`config.mk`:
```
export PLATFORM = sky130hd
export DESIGN_NAME = debug_sequencer_flat
export DESIGN_NICKNAME = d
export VERILOG_FILES = /design/src/rtl/debug_sequencer_if.sv /design/src/rtl/debug_sequencer.sv /design/src/flat_wrapper.sv
export SDC_FILE = /design/constraint.sdc
export NUM_CORES = 1
export LEC_CHECK = 0
export BUFFER_PORTS_ARGS = -buffer_cell sky130_fd_sc_hd__buf_4
export CORE_MARGIN = 2
export CORE_UTILIZATION = 56
export CTS_CLUSTER_SIZE = 8
export DETAILED_ROUTE_END_ITERATION = 8
export HOLD_SLACK_MARGIN = 0.03
export PLACE_DENSITY_LB_ADDON = 0.1
export SYNTH_ARGS = -nofsm -noshare
export SYNTH_HDL_FRONTEND = slang
export SYNTH_SLANG_ARGS = --single-unit
```
`constraint.sdc`:
```
create_clock -name clock -period 4.3 [get_ports clock]
set_clock_uncertainty 0.15 [all_clocks]
set_input_delay 0 -clock clock [delete_from_list [all_inputs] [get_ports clock]]
set_output_delay 0 -clock clock [all_outputs]
set_load 0.01 [all_outputs]
```
`src/rtl/debug_sequencer_if.sv`:
```
// debug_sequencer_if: groups the UART byte handshake and the pipeline debug/enable bus
// of the debug sequencer.
//   master modport: the sequencer side (drives tx, instruction load, enables, debug reads)
//   slave  modport: the environment side (UART rx/tx pair and pipeline)
// Signals:
//   rx_data_i/rx_valid_i   received byte and its 1-cycle strobe
//   tx_busy_i              transmitter busy
//   tx_start_o/tx_data_o   1-cycle send strobe and byte to send
//   halt_i, pc_i, cycles_i pipeline status
//   reg_data_i/mem_data_i  debug read data
//   inst_o/inst_addr_o/inst_wr_o  instruction-memory load port
//   debug_mode_o, enable_pipe_o, enable_mem_o  pipeline ownership/advance
//   reg_addr_o/read_reg_o, mem_addr_o/read_mem_o  debug read requests
//   state_o                current sequencer state
interface debug_sequencer_if #(
  parameter int unsigned NB_DATA = 32,
  parameter int unsigned NB_ADDR = 10,
  parameter int unsigned NB_REG  = 5,
  parameter int unsigned N_BITS  = 8
);
  logic [N_BITS-1:0]  rx_data_i;
  logic               rx_valid_i;
  logic               tx_busy_i;
  logic               tx_start_o;
  logic [N_BITS-1:0]  tx_data_o;
  logic               halt_i;
  logic [NB_ADDR-1:0] pc_i;
  logic [N_BITS-1:0]  cycles_i;
  logic [NB_DATA-1:0] reg_data_i;
  logic [NB_DATA-1:0] mem_data_i;
  logic [NB_DATA-1:0] inst_o;
  logic [NB_ADDR-1:0] inst_addr_o;
  logic               inst_wr_o;
  logic               debug_mode_o;
  logic               enable_pipe_o;
  logic               enable_mem_o;
  logic [NB_REG-1:0]  reg_addr_o;
  logic               read_reg_o;
  logic [NB_ADDR-1:0] mem_addr_o;
  logic               read_mem_o;
  logic [2:0]         state_o;

  modport master (
    input  rx_data_i, rx_valid_i, tx_busy_i, halt_i, pc_i, cycles_i, reg_data_i, mem_data_i,
    output tx_start_o, tx_data_o, inst_o, inst_addr_o, inst_wr_o, debug_mode_o, enable_pipe_o,
           enable_mem_o, reg_addr_o, read_reg_o, mem_addr_o, read_mem_o, state_o
  );

  modport slave (
    output rx_data_i, rx_valid_i, tx_busy_i, halt_i, pc_i, cycles_i, reg_data_i, mem_data_i,
    input  tx_start_o, tx_data_o, inst_o, inst_addr_o, inst_wr_o, debug_mode_o, enable_pipe_o,
           enable_mem_o, reg_addr_o, read_reg_o, mem_addr_o, read_mem_o, state_o
  );
endinterface

```
`src/rtl/debug_sequencer.sv`:
```
// debug_sequencer: UART-side controller for the segmented MIPS pipeline. Loads a program
// from a byte stream into instruction memory, runs the pipeline continuously or one step
// at a time, and after a halt or each step streams out PC, cycle count, register file and
// data memory byte-by-byte.
// Ports:
//   clock    system clock
//   reset_i  asynchronous active-low reset
//   bus      debug_sequencer_if.master (UART handshake + pipeline debug bus)
module debug_sequencer #(
  parameter int unsigned        NB_DATA     = 32,
  parameter int unsigned        NB_ADDR     = 10,
  parameter int unsigned        NB_REG      = 5,
  parameter int unsigned        N_BITS      = 8,
  parameter int unsigned        N_MEM_WORDS = 32,
  parameter logic [NB_DATA-1:0] HALT_WORD   = 32'hFFFF_FFFF
) (
  input logic               clock,
  input logic               reset_i,
  debug_sequencer_if.master bus
);
  localparam logic [2:0] IDLE = 3'd0, LOAD = 3'd1, WAIT_CMD = 3'd2, RUN = 3'd3;
  localparam logic [2:0] STEP_WAIT = 3'd4, STEP = 3'd5, DUMP = 3'd6, DONE = 3'd7;
  // Dump sub-phases: read request, capture, byte pulse, ignored cycle, wait for busy to fall
  localparam logic [2:0] PH_FETCH = 3'd0, PH_CAPT = 3'd1, PH_SEND = 3'd2;
  localparam logic [2:0] PH_GAP = 3'd3, PH_HOLD = 3'd4;

  localparam logic [N_BITS-1:0] CMD_L = 8'h4C, CMD_C = 8'h43, CMD_S = 8'h53, CMD_N = 8'h4E;

  // Frame items: 0 = PC, 1 = cycles, then registers, then memory words
  localparam int unsigned NItems = 2 + 2 ** NB_REG + N_MEM_WORDS;
  localparam int unsigned IW = $clog2(NItems);
  localparam logic [IW-1:0] ITEM_PC = IW'(0);
  localparam logic [IW-1:0] ITEM_CYC = IW'(1);
  localparam logic [IW-1:0] FIRST_REG = IW'(2);
  localparam logic [IW-1:0] FIRST_MEM = IW'(2 + 2 ** NB_REG);
  localparam logic [IW-1:0] LAST_ITEM = IW'(NItems - 1);
  localparam logic [NB_ADDR-1:0] ADDR_MAX = '1;

  logic [2:0]         state_q, state_d;
  logic [1:0]         lbyte_q, lbyte_d;
  logic [NB_DATA-1:0] inst_q, inst_d;
  logic [NB_ADDR-1:0] inst_addr_q, inst_addr_d;
  logic               inst_wr_q, inst_wr_d;
  logic               debug_mode_q, debug_mode_d;
  logic               halted_q, halted_d;
  logic [IW-1:0]      item_q, item_d;
  logic [1:0]         dbyte_q, dbyte_d;
  logic [2:0]         phase_q, phase_d;
  logic [NB_DATA-1:0] word_q, word_d;

  logic rx_l, rx_c, rx_s, rx_n;
  logic last_byte, reading;

  assign rx_l = bus.rx_valid_i && (bus.rx_data_i == CMD_L);
  assign rx_c = bus.rx_valid_i && (bus.rx_data_i == CMD_C);
  assign rx_s = bus.rx_valid_i && (bus.rx_data_i == CMD_S);
  assign rx_n = bus.rx_valid_i && (bus.rx_data_i == CMD_N);

  // The cycles item is a single byte; every other item is a full word
  assign last_byte = (item_q == ITEM_CYC) || (dbyte_q == 2'd3);
  assign reading   = (state_q == DUMP) && ((phase_q == PH_FETCH) || (phase_q == PH_CAPT));

  always_comb begin
    state_d      = state_q;
    lbyte_d      = lbyte_q;
    inst_d       = inst_q;
    inst_addr_d  = inst_addr_q;
    inst_wr_d    = 1'b0;
    debug_mode_d = debug_mode_q;
    halted_d     = halted_q;
    item_d       = item_q;
    dbyte_d      = dbyte_q;
    phase_d      = phase_q;
    word_d       = word_q;
    case (state_q)
      IDLE, DONE: begin
        if (rx_l) begin
          state_d      = LOAD;
          inst_addr_d  = '0;
          lbyte_d      = 2'd0;
          debug_mode_d = 1'b1;
          halted_d     = 1'b0;
        end
      end
      LOAD: begin
        if (inst_wr_q) begin
          // Halt word or full memory ends the load without advancing the address
          if ((inst_q == HALT_WORD) || (inst_addr_q == ADDR_MAX)) state_d = WAIT_CMD;
          else inst_addr_d = inst_addr_q + NB_ADDR'(1);
        end else if (bus.rx_valid_i) begin
          inst_d    = {bus.rx_data_i, inst_q[NB_DATA-1:N_BITS]};
          lbyte_d   = lbyte_q + 2'd1;
          inst_wr_d = (lbyte_q == 2'd3);
        end
      end
      WAIT_CMD: begin
        if (rx_c) begin
          state_d      = RUN;
          debug_mode_d = 1'b0;
        end else if (rx_s) begin
          state_d      = STEP_WAIT;
          debug_mode_d = 1'b0;
        end
      end
      RUN: begin
        if (bus.halt_i) begin
          state_d      = DUMP;
          halted_d     = 1'b1;
          debug_mode_d = 1'b1;
          item_d       = '0;
          dbyte_d      = 2'd0;
          phase_d      = PH_FETCH;
        end
      end
      STEP_WAIT: begin
        if (rx_n) begin
          state_d      = STEP;
          debug_mode_d = 1'b0;
        end
      end
      STEP: begin
        state_d      = DUMP;
        halted_d     = bus.halt_i;
        debug_mode_d = 1'b1;
        item_d       = '0;
        dbyte_d      = 2'd0;
        phase_d      = PH_FETCH;
      end
      DUMP: begin
        case (phase_q)
          PH_FETCH: phase_d = PH_CAPT;
          PH_CAPT: begin
            if (item_q == ITEM_PC) word_d = NB_DATA'(bus.pc_i);
            else if (item_q == ITEM_CYC) word_d = NB_DATA'(bus.cycles_i);
            else if (item_q < FIRST_MEM) word_d = bus.reg_data_i;
            else word_d = bus.mem_data_i;
            phase_d = PH_SEND;
          end
          PH_SEND: if (!bus.tx_busy_i) phase_d = PH_GAP;
          PH_GAP:  phase_d = PH_HOLD;
          PH_HOLD: begin
            // tx_data_o may only move once busy has fallen after the pulse
            if (!bus.tx_busy_i) begin
              if (!last_byte) begin
                dbyte_d = dbyte_q + 2'd1;
                phase_d = PH_SEND;
              end else if (item_q == LAST_ITEM) begin
                state_d = halted_q ? DONE : STEP_WAIT;
              end else begin
                item_d  = item_q + IW'(1);
                dbyte_d = 2'd0;
                phase_d = PH_FETCH;
              end
            end
          end
          default: phase_d = PH_FETCH;
        endcase
      end
      default: state_d = IDLE;
    endcase
  end

  always_ff @(posedge clock or negedge reset_i) begin
    if (!reset_i) begin
      state_q      <= IDLE;
      lbyte_q      <= 2'd0;
      inst_q       <= '0;
      inst_addr_q  <= '0;
      inst_wr_q    <= 1'b0;
      debug_mode_q <= 1'b0;
      halted_q     <= 1'b0;
      item_q       <= '0;
      dbyte_q      <= 2'd0;
      phase_q      <= PH_FETCH;
      word_q       <= '0;
    end else begin
      state_q      <= state_d;
      lbyte_q      <= lbyte_d;
      inst_q       <= inst_d;
      inst_addr_q  <= inst_addr_d;
      inst_wr_q    <= inst_wr_d;
      debug_mode_q <= debug_mode_d;
      halted_q     <= halted_d;
      item_q       <= item_d;
      dbyte_q      <= dbyte_d;
      phase_q      <= phase_d;
      word_q       <= word_d;
    end
  end

  always_comb begin
    bus.tx_data_o = word_q[N_BITS-1:0];
    case (dbyte_q)
      2'd1:    bus.tx_data_o = word_q[N_BITS*1 +: N_BITS];
      2'd2:    bus.tx_data_o = word_q[N_BITS*2 +: N_BITS];
      2'd3:    bus.tx_data_o = word_q[N_BITS*3 +: N_BITS];
      default: bus.tx_data_o = word_q[N_BITS-1:0];
    endcase
  end

  assign bus.tx_start_o    = (state_q == DUMP) && (phase_q == PH_SEND) && !bus.tx_busy_i;
  assign bus.inst_o        = inst_q;
  assign bus.inst_addr_o   = inst_addr_q;
  assign bus.inst_wr_o     = inst_wr_q;
  assign bus.debug_mode_o  = debug_mode_q;
  assign bus.enable_pipe_o = ((state_q == RUN) && !bus.halt_i) || (state_q == STEP);
  assign bus.enable_mem_o  = bus.enable_pipe_o;
  assign bus.read_reg_o    = reading && (item_q >= FIRST_REG) && (item_q < FIRST_MEM);
  assign bus.read_mem_o    = reading && (item_q >= FIRST_MEM);
  assign bus.reg_addr_o    = bus.read_reg_o ? NB_REG'(item_q - FIRST_REG) : '0;
  assign bus.mem_addr_o    = bus.read_mem_o ? NB_ADDR'(item_q - FIRST_MEM) : '0;
  assign bus.state_o       = state_q;
endmodule
```
`src/flat_wrapper.sv`:
```
// flat-port wrapper written by rule: the top's interface ports become plain ports
module debug_sequencer_flat 
#(
  parameter int unsigned        NB_DATA     = 32,
  parameter int unsigned        NB_ADDR     = 10,
  parameter int unsigned        NB_REG      = 5,
  parameter int unsigned        N_BITS      = 8,
  parameter int unsigned        N_MEM_WORDS = 32,
  parameter logic [NB_DATA-1:0] HALT_WORD   = 32'hFFFF_FFFF
)
  (clock, reset_i, bus_rx_data_i, bus_rx_valid_i, bus_tx_busy_i, bus_halt_i, bus_pc_i, bus_cycles_i, bus_reg_data_i, bus_mem_data_i, bus_tx_start_o, bus_tx_data_o, bus_inst_o, bus_inst_addr_o, bus_inst_wr_o, bus_debug_mode_o, bus_enable_pipe_o, bus_enable_mem_o, bus_reg_addr_o, bus_read_reg_o, bus_mem_addr_o, bus_read_mem_o, bus_state_o);
  debug_sequencer_if #(.NB_DATA(NB_DATA), .NB_ADDR(NB_ADDR), .NB_REG(NB_REG), .N_BITS(N_BITS)) bus_i ();
  input logic clock;
  input logic reset_i;
  input wire logic [$bits(bus_i.rx_data_i)-1:0] bus_rx_data_i;
  input wire logic [$bits(bus_i.rx_valid_i)-1:0] bus_rx_valid_i;
  input wire logic [$bits(bus_i.tx_busy_i)-1:0] bus_tx_busy_i;
  input wire logic [$bits(bus_i.halt_i)-1:0] bus_halt_i;
  input wire logic [$bits(bus_i.pc_i)-1:0] bus_pc_i;
  input wire logic [$bits(bus_i.cycles_i)-1:0] bus_cycles_i;
  input wire logic [$bits(bus_i.reg_data_i)-1:0] bus_reg_data_i;
  input wire logic [$bits(bus_i.mem_data_i)-1:0] bus_mem_data_i;
  output wire logic [$bits(bus_i.tx_start_o)-1:0] bus_tx_start_o;
  output wire logic [$bits(bus_i.tx_data_o)-1:0] bus_tx_data_o;
  output wire logic [$bits(bus_i.inst_o)-1:0] bus_inst_o;
  output wire logic [$bits(bus_i.inst_addr_o)-1:0] bus_inst_addr_o;
  output wire logic [$bits(bus_i.inst_wr_o)-1:0] bus_inst_wr_o;
  output wire logic [$bits(bus_i.debug_mode_o)-1:0] bus_debug_mode_o;
  output wire logic [$bits(bus_i.enable_pipe_o)-1:0] bus_enable_pipe_o;
  output wire logic [$bits(bus_i.enable_mem_o)-1:0] bus_enable_mem_o;
  output wire logic [$bits(bus_i.reg_addr_o)-1:0] bus_reg_addr_o;
  output wire logic [$bits(bus_i.read_reg_o)-1:0] bus_read_reg_o;
  output wire logic [$bits(bus_i.mem_addr_o)-1:0] bus_mem_addr_o;
  output wire logic [$bits(bus_i.read_mem_o)-1:0] bus_read_mem_o;
  output wire logic [$bits(bus_i.state_o)-1:0] bus_state_o;
  assign bus_i.rx_data_i = bus_rx_data_i;
  assign bus_i.rx_valid_i = bus_rx_valid_i;
  assign bus_i.tx_busy_i = bus_tx_busy_i;
  assign bus_i.halt_i = bus_halt_i;
  assign bus_i.pc_i = bus_pc_i;
  assign bus_i.cycles_i = bus_cycles_i;
  assign bus_i.reg_data_i = bus_reg_data_i;
  assign bus_i.mem_data_i = bus_mem_data_i;
  assign bus_tx_start_o = bus_i.tx_start_o;
  assign bus_tx_data_o = bus_i.tx_data_o;
  assign bus_inst_o = bus_i.inst_o;
  assign bus_inst_addr_o = bus_i.inst_addr_o;
  assign bus_inst_wr_o = bus_i.inst_wr_o;
  assign bus_debug_mode_o = bus_i.debug_mode_o;
  assign bus_enable_pipe_o = bus_i.enable_pipe_o;
  assign bus_enable_mem_o = bus_i.enable_mem_o;
  assign bus_reg_addr_o = bus_i.reg_addr_o;
  assign bus_read_reg_o = bus_i.read_reg_o;
  assign bus_mem_addr_o = bus_i.mem_addr_o;
  assign bus_read_mem_o = bus_i.read_mem_o;
  assign bus_state_o = bus_i.state_o;
  debug_sequencer #(.NB_DATA(NB_DATA), .NB_ADDR(NB_ADDR), .NB_REG(NB_REG), .N_BITS(N_BITS), .N_MEM_WORDS(N_MEM_WORDS), .HALT_WORD(HALT_WORD)) u_core (.clock(clock), .reset_i(reset_i), .bus(bus_i));
endmodule
```
Yosys cells after proc, flatten, opt, wreduce, memory -nomap -nowiden --
Index checks and enable logic that the tools add are counted.
Operators by class: $add $sub $neg 6, magnitude comparators 3, equality and inequality tests 41, multiplexer cells 57, bitwise operators 1, reductions and logical operators 35
Operators with widths (count):
- $mux W32 | 3
- $mux W3 | 16
- $mux W10 | 4
- $mux W7 | 5
- $eq A32 B32 Y1 const B | 1
- $eq A8 B7 Y1 const B | 4
- $pmux W8 S3 | 1
- $pmux W3 S7 | 1
- $pmux W7 S3 | 1
- $pmux W10 S2 | 1
- $mux W2 | 9
- $ne A2 B2 Y1 const B | 8
- $eq A3 B3 Y1 const B | 5
- $pmux W3 S5 | 1
- $reduce_and A5 Y1 | 3
- $eq A3 B2 Y1 const B | 4
- $logic_and A1 B1 Y1 | 11
- $add A10 B1 Y10 const B | 1
- $eq A10 B10 Y1 const B | 1
- $ne A2 B1 Y1 const B | 5
- $reduce_and A10 Y1 | 1
- $mux W1 | 9
- $ne A3 B3 Y1 const B | 3
- $pmux W3 S3 | 1
- 32 further kinds | 44
Word-level totals: register bits 94, bits of input ports 95, output and inout bits 75, word-level logic and storage cells 154

Longest topological paths before layout --
word-level depth 6, gate-level depth with buffers 8, mapped depth without buffers 7

Worst setup path before layout --
OpenSTA, ideal clock, no wires.
path kind reg2reg, from register u_core.item_q[2], to register u_core.word_q[2], setup time 0.137 ns, arrival 2.075 ns, required time 4.013 ns, setup slack 1.938 ns, stages on the path, launching flop included 8, path buffers 2, period minus slack after synthesis 2.362 ns, cells stage by stage dfrtp_1 buf_2 or4_4 a21oi_4 buf_12 mux2_1 mux2i_1 o221ai_2
On the way: longest elaborated chain between the ends 4, elaborated cells on any way between the ends 6, those cells by class 1 x order compare; 1 x eq/ne; 3 x mux; 1 x reduce/logical
RTL lines:
- from (decl) | line debug_sequencer.sv:46 | logic [IW-1:0] item_q, item_d;
- from (signal assigned) | line debug_sequencer.sv:184 | item_q <= item_d;
- $lt A7 B6 Y1 | line debug_sequencer.sv:135 | else if (item_q < FIRST_MEM) word_d = bus.reg_data_i;
- $mux W32 | line debug_sequencer.sv:135
- $mux W32 | line debug_sequencer.sv:134 | else if (item_q == ITEM_CYC) word_d = NB_DATA'(bus.cycles_i);
- $mux W32 * | line debug_sequencer.sv:133 | if (item_q == ITEM_PC) word_d = NB_DATA'(bus.pc_i);
- to (signal assigned) | line debug_sequencer.sv:187 | word_q <= word_d;
- to (decl) | line debug_sequencer.sv:49 | logic [NB_DATA-1:0] word_q, word_d;
Every way passes the cells marked *; elsewhere a longest branch is shown, timed or not. A chain may end at the register's enable or synchronous reset.

Final worst setup path --
from register u_core.item_q[2], to register u_core.word_q[1]
Same word-level chain as after synthesis.

==> summary.txt <==
=================================================================================
Critical path endpoint category                                          register
Part of the power in the clock network                                      20.0%
Routed wire length                                                       15840 um
Delay of the slowest cell on the worst path                               0.62 ns
Estimated wirelength of the detail-placed design                         10130 um
Outcome                                                                 completed
Via count of the first global-routing pass                                   5199
WP buf/inv                                                                      2
CTS tree                                                                      yes
Internal                                                                  2259 uW
Pin count of the biggest net entering global routing                           54
Clock buffers created by TritonCTS                                              9
Worst Slack Setup Final                                                 0.8239 ns
DRT iter0 DRCs                                                                294
Final count of hold timing violations                                           0
Number of antenna-violating nets in the routed design                           0
Layout net count                                                              874
Worst vdd ir                                                          0.0003154 V
Area of the die                                                        10540 um^2
Global routing usage summed across all routing layers                      30.52%
Routability cong.                                                          0.8705
Tightest Pin Transition                                                 0.8786 ns
Count of distinct cell types in the synthesized netlist                        61
WL/cell                                                                  17.52 um
Data required time of the worst path                                      4.40 ns
Max transition margin                                                      41.03%
Worst slack, placed                                                      1.302 ns
Power density of the placed cells                                    474.7 nW/um^2
Die Y                                                                    102.7 um
Cell count after synthesis                                                    542
Part of the total power dissipated in combinational logic                   41.9%
Layout cells sized above 1                                                 26.85%
Highest metal used                                                           met4
Post-synthesis async set-or-reset flop share                               100.0%
Average cell area after synthesis                                      10.06 um^2
Cell Area, Synth                                                        5451 um^2
Post-route minimum period                                                3.476 ns
Horizontal die dimension                                                 102.7 um
Overflow left after global routing                                              0
Path type of the worst setup path                                    register to register
Total core area                                                         9594 um^2
Register-to-register setup slack                                          0.82 ns
Antenna violations before repair                                                0
List of cells traversed by the critical path                         or4_4 > a21oi_4 > buf_4 > mux2_1 > a222oi_1 > dlygate4sd3_1 > a21oi_1
Post-route clock period utilization                                        80.84%
CTS H-tree lvls                                                                 3
Layout overhead on the synthesized area                                    41.47%
Setup TNS                                                                    0 ns
Maximum Capacitance Violations                                                  0
Commonest register cell after synthesis                              sky130_fd_sc_hd__dfrtp_1
Critical path startpoint category                                        register
Switching share of total power                                             38.29%
Worst-skew pair later-pin latency                                         0.37 ns
Number of warnings reported in the yosys synthesis log                          0
Number of optimization iterations in the first detailed-route pass              5
Wire length of the first global-routing pass                             24990 um
Fin. max-slew vios                                                              0
Number of cell rows                                                            36
Number of buffers inserted to repair setup after CTS                            0
DRC viols                                                                       0
Seq/Total Area, Yosys                                                      43.15%
Total via count in the routed design                                         5231
Max Freq                                                                287.7 MHz
Setup-failing EPs final                                                         0
Number of top-level pins                                                      170
Count of buffers from port buffering                                          169
Detailed-routed wire length on met3                                       1049 um
Leakage power                                                         0.003945 uW
Net count after synthesis                                                     650
EDFF count, synth                                                               0
Buffer type at the clock tree root                                   sky130_fd_sc_hd__clkbuf_8
Top cell family by delay on the critical path                        buffers and inverters
Net switching power                                                       1402 uW
Effective utilization at floorplan                                         56.82%
Worst min-delay path class                                           primary input to asynchronous set/reset pin
Flop pwr share                                                              38.1%
Standard cell with the maximum stage delay on the critical path      sky130_fd_sc_hd__or4_4
Diode insertion count for antenna repair                                        0
Post-synthesis sequential element count                                        94
Register clock-pin slew on the reported worst setup and hold paths        0.10 ns
Bufs on Longest Clock Path                                                      2
Data arrival time of the worst path                                       3.58 ns
Metal2 WL                                                                 7969 um
CTS Sinks                                                                      94
Vias per std cell                                                           5.787
Unrepaired setup endpoints after global routing                                no
M1 wire length                                                            6254 um
Critical path fanouts, max                                                     30
=================================================================================
cells in the final DEF, fill, tap and decap left out, types with 3 or more instances in the layout:
| cell type | instances |
|---|---|
| sky130_fd_sc_hd__nor4_1 | 4 |
| sky130_fd_sc_hd__a21o_1 | 3 |
| sky130_fd_sc_hd__nand3_1 | 15 |
| sky130_fd_sc_hd__dfrtp_1 | 94 |
| sky130_fd_sc_hd__dlygate4sd3_1 | 75 |
| sky130_fd_sc_hd__a21oi_1 | 16 |
| sky130_fd_sc_hd__mux2i_1 | 47 |
| sky130_fd_sc_hd__a222oi_1 | 11 |
| sky130_fd_sc_hd__nand4_1 | 17 |
| sky130_fd_sc_hd__mux2_1 | 38 |
| sky130_fd_sc_hd__ha_1 | 13 |
| sky130_fd_sc_hd__buf_4 | 174 |
| sky130_fd_sc_hd__nand2_1 | 51 |
| sky130_fd_sc_hd__a211oi_1 | 5 |
| sky130_fd_sc_hd__and3b_1 | 3 |
| sky130_fd_sc_hd__clkbuf_8 | 9 |
| sky130_fd_sc_hd__nor3_1 | 8 |
| sky130_fd_sc_hd__xnor2_1 | 4 |
| sky130_fd_sc_hd__or3_1 | 7 |
| sky130_fd_sc_hd__mux2_2 | 6 |
| sky130_fd_sc_hd__o211ai_1 | 3 |
| sky130_fd_sc_hd__o221ai_2 | 5 |
| sky130_fd_sc_hd__o21ai_1 | 33 |
| sky130_fd_sc_hd__o21ai_0 | 9 |
| sky130_fd_sc_hd__and3_1 | 5 |
| sky130_fd_sc_hd__inv_1 | 24 |
| sky130_fd_sc_hd__bufinv_16 | 3 |
| sky130_fd_sc_hd__a31oi_1 | 4 |
| sky130_fd_sc_hd__nand2b_1 | 6 |
| sky130_fd_sc_hd__nor2_1 | 37 |
per-layer routing:
layer  track usage (%)  vias to the layer above
met4             14.46                        0
li1                  -                     2430
met3             7.593                       56
met1             35.66                     2533
met5                 0                        -
met2             52.79                      212
state kept, by name (all words and copies together) (netlist names):
signal	count
u_core.bus.debug_mode_o	1
u_core.bus.state_o	3
u_core.bus.inst_o	32
u_core.dbyte_q	2
u_core.phase_q	3
u_core.bus.inst_addr_o	10
u_core.bus.inst_wr_o	1
u_core.halted_q	1
u_core.lbyte_q	2
u_core.word_q	32
u_core.item_q	7
timing repair:
item,4_1_cts,5_1_grt
hold endpoints to repair,89,0
hold buffers,75,0
resized for setup,0,0
final cells by class:
type / count / area, um^2
Timing Repair Buffer: 249 / 2057
Inverter: 25 / 93.84
Multi-Input combinational cell: 387 / 2799
Clock buffer: 10 / 127.6
Tap cell: 133 / 166.4
Clock inverter: 6 / 116.4
Fill cell: 578 / 1882
Sequential cell: 94 / 2352
metrics by stage:
| stage | total power, uW | instances | hold slack, ns | util [%] | instance area, um^2 |
|---|---|---|---|---|---|
| after CTS | 3606 | 904 | 0.04175 | 80.39 | 7712 |
| after global placement | 2688 | 813 | -0.1280 | 70.02 | 6718 |
| final | 3661 | 904 | 0.003571 | 80.39 | 7712 |
| after floorplan | 2240 | 542 | -0.4456 | - | 5451 |
| after global routing | 3898 | 904 | 0.03476 | 80.39 | 7712 |
| after detailed placement | 2757 | 813 | -0.1087 | 70.02 | 6718 |
power by group through the flow:
stage,Combinational [uW],Sequential [uW],Clock [uW]
finish,1530,1400,731
global route,1690,1430,777
CTS,1490,1380,733
detailed placement,1360,1400,0
global placement,1310,1380,0
floorplan,924,1320,0
synthesized netlist by cell type (all sizes together), types with 4 or more instances:
master,n,area share (%)
nor4,5,0.85
a222oi,11,2.0
a31oi,4,0.46
mux2i,47,8.6
mux2,44,9.1
nor3,9,0.92
dfrtp,94,43
ha,13,3.0
nand4,17,2.0
and3,5,0.57
nand2b,6,0.69
a21oi,17,1.8
a211oi,5,0.69
nor2,37,2.5
xnor2,4,0.64
buf,16,2.4
inv,25,1.7
clkbuf,20,1.4
nand3,15,1.4
nand2,51,3.5
o221ai,5,1.4
or3,7,0.80
o21ai,43,4.0
cell families after synthesis:
group	share of synthesized area (%)
AO/OA/AOI/OAI	13.66
XOR/XNOR	0.6426
adder cells (fa/ha/maj)	2.984
buffers and inverters	5.508
flip-flops	43.15
multiplexers	17.72
AND/OR/NAND/NOR	16.34
path summary, 6_finish.rpt:
kind,from,end,cells past startpoint
worst max register to register,u_core.item_q[2],u_core.word_q[1],7
worst min-delay path,reset_i,u_core.word_q[3],2
min in group clock,bus_rx_valid_i,u_core.bus.inst_wr_o,4
worst max-delay path,u_core.item_q[2],u_core.word_q[1],7
max in group asynchronous,reset_i,u_core.bus.inst_o[0],3
worst min register to register,u_core.lbyte_q[0],u_core.lbyte_q[0],1
No activity file was read; power rests on OpenSTA's default activity.
